===== src/rtl/seq_multiplier_pkg.sv =====
// Shared ALU definitions: FSM state encoding and default operand width,
// used by the sequential multiplier and the divider.
package seq_multiplier_pkg;

    localparam int DEFAULT_WIDTH = 64;

    typedef logic [1:0] alu_state_t;

    localparam alu_state_t ST_IDLE = 2'd0;
    localparam alu_state_t ST_RUN  = 2'd1;
    localparam alu_state_t ST_DONE = 2'd2;

endpackage


===== src/rtl/seq_multiplier_sign_cond.sv =====
// Sign conditioning: passes the value through, or returns its two's-complement
// negation when neg_i is set. Used both for |x| on the way in and for the final sign.
module sign_cond #(
    parameter int W = 64
) (
    input  logic [W-1:0] val_i,
    input  logic         neg_i,
    output logic [W-1:0] val_o
);

    assign val_o = neg_i ? (~val_i + W'(1)) : val_i;

endmodule


===== src/rtl/seq_multiplier.sv =====
// Radix-2 shift-add sequential multiplier, signed or unsigned, producing the
// full 2*WIDTH product after WIDTH iterations on magnitudes.
module seq_multiplier
    import seq_multiplier_pkg::*;
#(
    parameter int WIDTH = DEFAULT_WIDTH
) (
    input  logic             clk,
    input  logic             rst,
    input  logic             start,
    input  logic             is_signed,
    input  logic [WIDTH-1:0] a,
    input  logic [WIDTH-1:0] b,
    output logic             busy,
    output logic             done,
    output logic [WIDTH-1:0] prod_hi,
    output logic [WIDTH-1:0] prod_lo
);

    localparam int CW = $clog2(WIDTH + 1);

    alu_state_t         state_q, state_d;
    logic [CW-1:0]      cnt_q, cnt_d;
    logic [WIDTH-1:0]   acc_q, acc_d;
    logic [WIDTH-1:0]   mpl_q, mpl_d;
    logic [WIDTH-1:0]   mcand_q, mcand_d;
    logic               sign_q, sign_d;
    logic [2*WIDTH-1:0] prod_q, prod_d;

    logic [WIDTH-1:0]   a_mag, b_mag;
    logic [WIDTH:0]     sum;
    logic [2*WIDTH-1:0] prod_signed;

    // Most-negative operands negate to themselves, which is the correct unsigned magnitude.
    sign_cond #(.W(WIDTH)) u_sign_a (
        .val_i (a),
        .neg_i (is_signed & a[WIDTH-1]),
        .val_o (a_mag)
    );

    sign_cond #(.W(WIDTH)) u_sign_b (
        .val_i (b),
        .neg_i (is_signed & b[WIDTH-1]),
        .val_o (b_mag)
    );

    sign_cond #(.W(2*WIDTH)) u_sign_p (
        .val_i ({acc_q, mpl_q}),
        .neg_i (sign_q),
        .val_o (prod_signed)
    );

    assign sum = {1'b0, acc_q} + (mpl_q[0] ? {1'b0, mcand_q} : {(WIDTH+1){1'b0}});

    always_comb begin
        state_d = state_q;
        cnt_d   = cnt_q;
        acc_d   = acc_q;
        mpl_d   = mpl_q;
        mcand_d = mcand_q;
        sign_d  = sign_q;
        prod_d  = prod_q;
        case (state_q)
            ST_IDLE: begin
                if (start) begin
                    state_d = ST_RUN;
                    cnt_d   = CW'(WIDTH);
                    acc_d   = '0;
                    mcand_d = a_mag;
                    mpl_d   = b_mag;
                    sign_d  = is_signed & (a[WIDTH-1] ^ b[WIDTH-1]);
                end
            end
            ST_RUN: begin
                if (cnt_q == '0) begin
                    state_d = ST_DONE;
                    prod_d  = prod_signed;
                end else begin
                    // Multiplier bits shift out the bottom while product bits shift in from the top.
                    acc_d = sum[WIDTH:1];
                    mpl_d = {sum[0], mpl_q[WIDTH-1:1]};
                    cnt_d = cnt_q - CW'(1);
                end
            end
            ST_DONE: state_d = ST_IDLE;
            default: state_d = ST_IDLE;
        endcase
    end

    always_ff @(posedge clk) begin
        if (rst) begin
            state_q <= ST_IDLE;
            cnt_q   <= '0;
            acc_q   <= '0;
            mpl_q   <= '0;
            mcand_q <= '0;
            sign_q  <= 1'b0;
            prod_q  <= '0;
        end else begin
            state_q <= state_d;
            cnt_q   <= cnt_d;
            acc_q   <= acc_d;
            mpl_q   <= mpl_d;
            mcand_q <= mcand_d;
            sign_q  <= sign_d;
            prod_q  <= prod_d;
        end
    end

    assign busy    = (state_q == ST_RUN) || (state_q == ST_DONE);
    assign done    = (state_q == ST_DONE);
    assign prod_hi = prod_q[2*WIDTH-1:WIDTH];
    assign prod_lo = prod_q[WIDTH-1:0];

endmodule

===== config.mk =====
export PLATFORM = sky130hd
export DESIGN_NAME = seq_multiplier
export DESIGN_NICKNAME = d
export VERILOG_FILES = /design/src/rtl/seq_multiplier_pkg.sv /design/src/rtl/seq_multiplier_sign_cond.sv /design/src/rtl/seq_multiplier.sv
export SDC_FILE = /design/constraint.sdc
export NUM_CORES = 1
export LEC_CHECK = 0
export BUFFER_PORTS_ARGS = -buffer_cell sky130_fd_sc_hd__buf_2
export CORE_AREA = 4 4 205 207
export DETAILED_ROUTE_END_ITERATION = 10
export DIE_AREA = 0 0 209 211
export PLACE_DENSITY = 0.83
export SETUP_SLACK_MARGIN = 0.2
export SKIP_LAST_GASP = 1
export SYNTH_ARGS = -nofsm -noshare
export SYNTH_HDL_FRONTEND = slang
export SYNTH_SLANG_ARGS = --single-unit

===== constraint.sdc =====
create_clock -name clk -period 3.6 [get_ports clk]
set_input_delay 0.54 -clock clk [delete_from_list [all_inputs] [get_ports clk]]
set_output_delay 0.54 -clock clk [all_outputs]
set_load 0.05 [all_outputs]

==> flow_summary.toml <==
[global_routing]
grtUsageTotal_pct = 32.73
grt_max_degree = 179
gr-total-overflow = 0
grt_pass1_wl_um = 118500
grt_pass1_vias = 21840
antenna_found_initial = 0

[synth]
synth_commonest_cells = "nand2_1, nor2_1, dfxtp_1, a21oi_1, clkbuf_1"
synth_ff_type = "dfxtp_1"
synth_area_leaders = "dfxtp_1, xor2_1, nand2_1"
yosysTopAreaCell = "dfxtp_1"
syn_avg_cell_area_um2 = 7.510
netlist_instances = 2866
ys_types = 72
synth-edff-count = 0
ys_seq_area_share_pct = 30.69
synth_seq_cells = 330
synth_nets = 3072
yosysWarningCount = 0
ys_async_sr_fraction_pct = 0
yosysMostFrequentCell = "nand2_1"
yosys.area.top_type_share_pct = 30.69
mappedNetlistArea_mm2 = 0.02152

[pwr]
powerDensity_mw_per_mm2 = 718.0
power_leakage_nw = 10.68
peakVddDrop_v = 0.0005514

[finish]
fin_area_mm2 = 0.02706
layout-drive-gt1-share_pct = 22.26
area_growth_pct = 25.71
fin_nets = 3421
diodes = 0

[clock_network]
cts_sinks = 330
cts_buffers = 37
clkLatencyLatePin_ns = 0.57
ctsHoldBuffers = 0
clockBufferDepth = 3
path_clk_slew_ns = 0.07
cts_root_buffer = "clkbuf_16"
htree_levels = 2
cts_tree = "built"

[hold_path]
min_path_type = "primary input to register"
min_path_cells = 3

[placement]
place_hpwl_um = 57790
place_area_mm2 = 0.02460
port_buffers = 261
gp_congestion = 0.9920

[critical_path]
worstSetupPathType = "register to register"
crit_slowest_cell = "or4_4"
reg2reg_depth = 12
crit_arrival_ns = 4.09
start_kind = "register"
worstSetupEndpointType = "register"
required_ns = 4.01
cp_slowest_stage_delay_ns = 0.55
cp_max_fo = 5
worstPathCellList = "or4_4 -> nor4_4 -> buf_4 -> nand4_4 -> or4b_4 -> or4_4 -> or3_4 -> buf_12 -> buf_12 -> o31ai_4 -> xor2_1 -> a211oi_1"

[route]
dr.pass1.iters = 6
routedWlPerCell_um = 20.47
drt_wl_total_um = 77300
via_per_inst = 6.146
postRouteAntennaNets = 0
drc = 0
drt_iter0_drc = 2519
vias = 23210

[sta]
hold_viol = 0
setup_violations = 6
fin_crit_ns = 3.676
max_freq_ghz = 0.2721
worstMarginPinSlew_ns = 1.021
fin_skew_ns = 0.02294
timing.hold.ws_ns = 0.2918
slew_headroom_pct = 31.91
post-route-period-util_pct = 102.1
rsz0062_at_grt = "yes"
finalMaxSlewViolations = 0
postLayoutSetupSlackWorst_ns = -0.07574

[floorplanning]
start_util_pct = 53.32
core_area_mm2 = 0.04037
die_y_um = 211
fp-row-count = 74
die_x_um = 209
die_area_mm2 = 0.04410
ios = 262

[run_status]
failed_checks = "negative setup slack"
status = "complete, but fails checks"

[job]
maxCapViolCount = 0
[final cells by class]
cell class	instances	area, µm²
clock buffer	43	978.4
multi-input combinational	2298	15000
inverter	48	180.2
timing repair buffer	500	3271
clock inverter	25	350.3
sequential	330	6615
tap	532	665.6
fill	3352	13310
[placed cells by master (no fill, tap or decap), types with 51 or more instances in the layout]
cell / count
nand3_1: 51
xnor2_1: 119
a211oi_1: 148
nor2_1: 335
xor2_1: 172
nor3_1: 73
and2_1: 64
ha_1: 51
buf_2: 260
o21ai_0: 160
nand2_1: 341
buf_4: 223
dfxtp_1: 327
a21oi_1: 209
[where the power goes]
group / switching, mW / internal [mW]
combinational: 6.66 / 3.13
clock: 1.67 / 2.48
sequential: 0.833 / 4.65
[repair_timing]
action,in CTS,in global routing
gates resized for setup,49,127
endpoints found under the hold margin,0,0
setup endpoints to repair,42,58
pin swaps,30,45
setup buffers,3,12
gates cloned,1,1
[logic make-up (layout without fill, tap and decap cells)]
logic type / after synthesis / count (layout) / share of synthesized area [%]
buffers and inverters: 238 / 616 / 4.197
adder cells (fa/ha/maj): 74 / 74 / 4.337
AND/OR/NAND/NOR: 1113 / 1113 / 24.24
XOR/XNOR: 292 / 292 / 11.88
AO/OA/AOI/OAI: 814 / 814 / 24.42
flip-flops: 330 / 330 / 30.69
multiplexers: 5 / 5 / 0.2325
[sequential cells by signal (all words and copies together), names as in the netlist]
| signal | count |
|---|---|
| state_q | 2 |
| prod_q | 128 |
| mpl_q | 64 |
| sign_q | 1 |
| cnt_q | 7 |
| mcand_q | 64 |
| acc_q | 64 |
[stage by stage]
step	power (mW)	worst slack (ns)	utilization [%]	setup TNS, ns	std cells
after detailed placement	14.75	-0.1551	60.94	-1.111	3691
final	19.43	-0.07574	67.02	-0.2713	3776
after global routing	20.40	-0.1822	67.02	-1.211	3776
after CTS	19.03	-0.005010	65.01	-0.007876	3763
after floorplan	11.68	-0.1000	-	-0.6727	2866
after global placement	14.53	-0.1307	60.94	-0.3849	3691
[critical path, delay by kind of cell (launching register included)]
family / cells / cell delay [ns]
compound gates: 2 / 0.27
xor+xnor: 1 / 0.20
buf+inv: 3 / 0.46
flops: 1 / 0.32
simple gates: 6 / 2.26
[routing by layer]
metal	track usage, %	vias to the layer above	wire, µm
li1	-	11000	-
met1	45.03	10910	32830
met2	52.31	1121	34890
met3	4.352	180	6201
met4	13.41	0	3369
met5	0	-	0
[final timing paths]
path / endpoint / startpoint / slack [ns]
max: prod_q[111]$_SDFFE_PP0P_ / mpl_q[30]$_SDFFE_PP0P_ / -0.08
min: mcand_q[1]$_SDFFE_PP0P_ / a[1] / 0.29
max reg2reg: prod_q[111]$_SDFFE_PP0P_ / mpl_q[30]$_SDFFE_PP0P_ / -0.08
min reg2reg: mcand_q[52]$_SDFFE_PP0P_ / mcand_q[52]$_SDFFE_PP0P_ / 0.45
No activity file was read; power rests on OpenSTA's default activity.
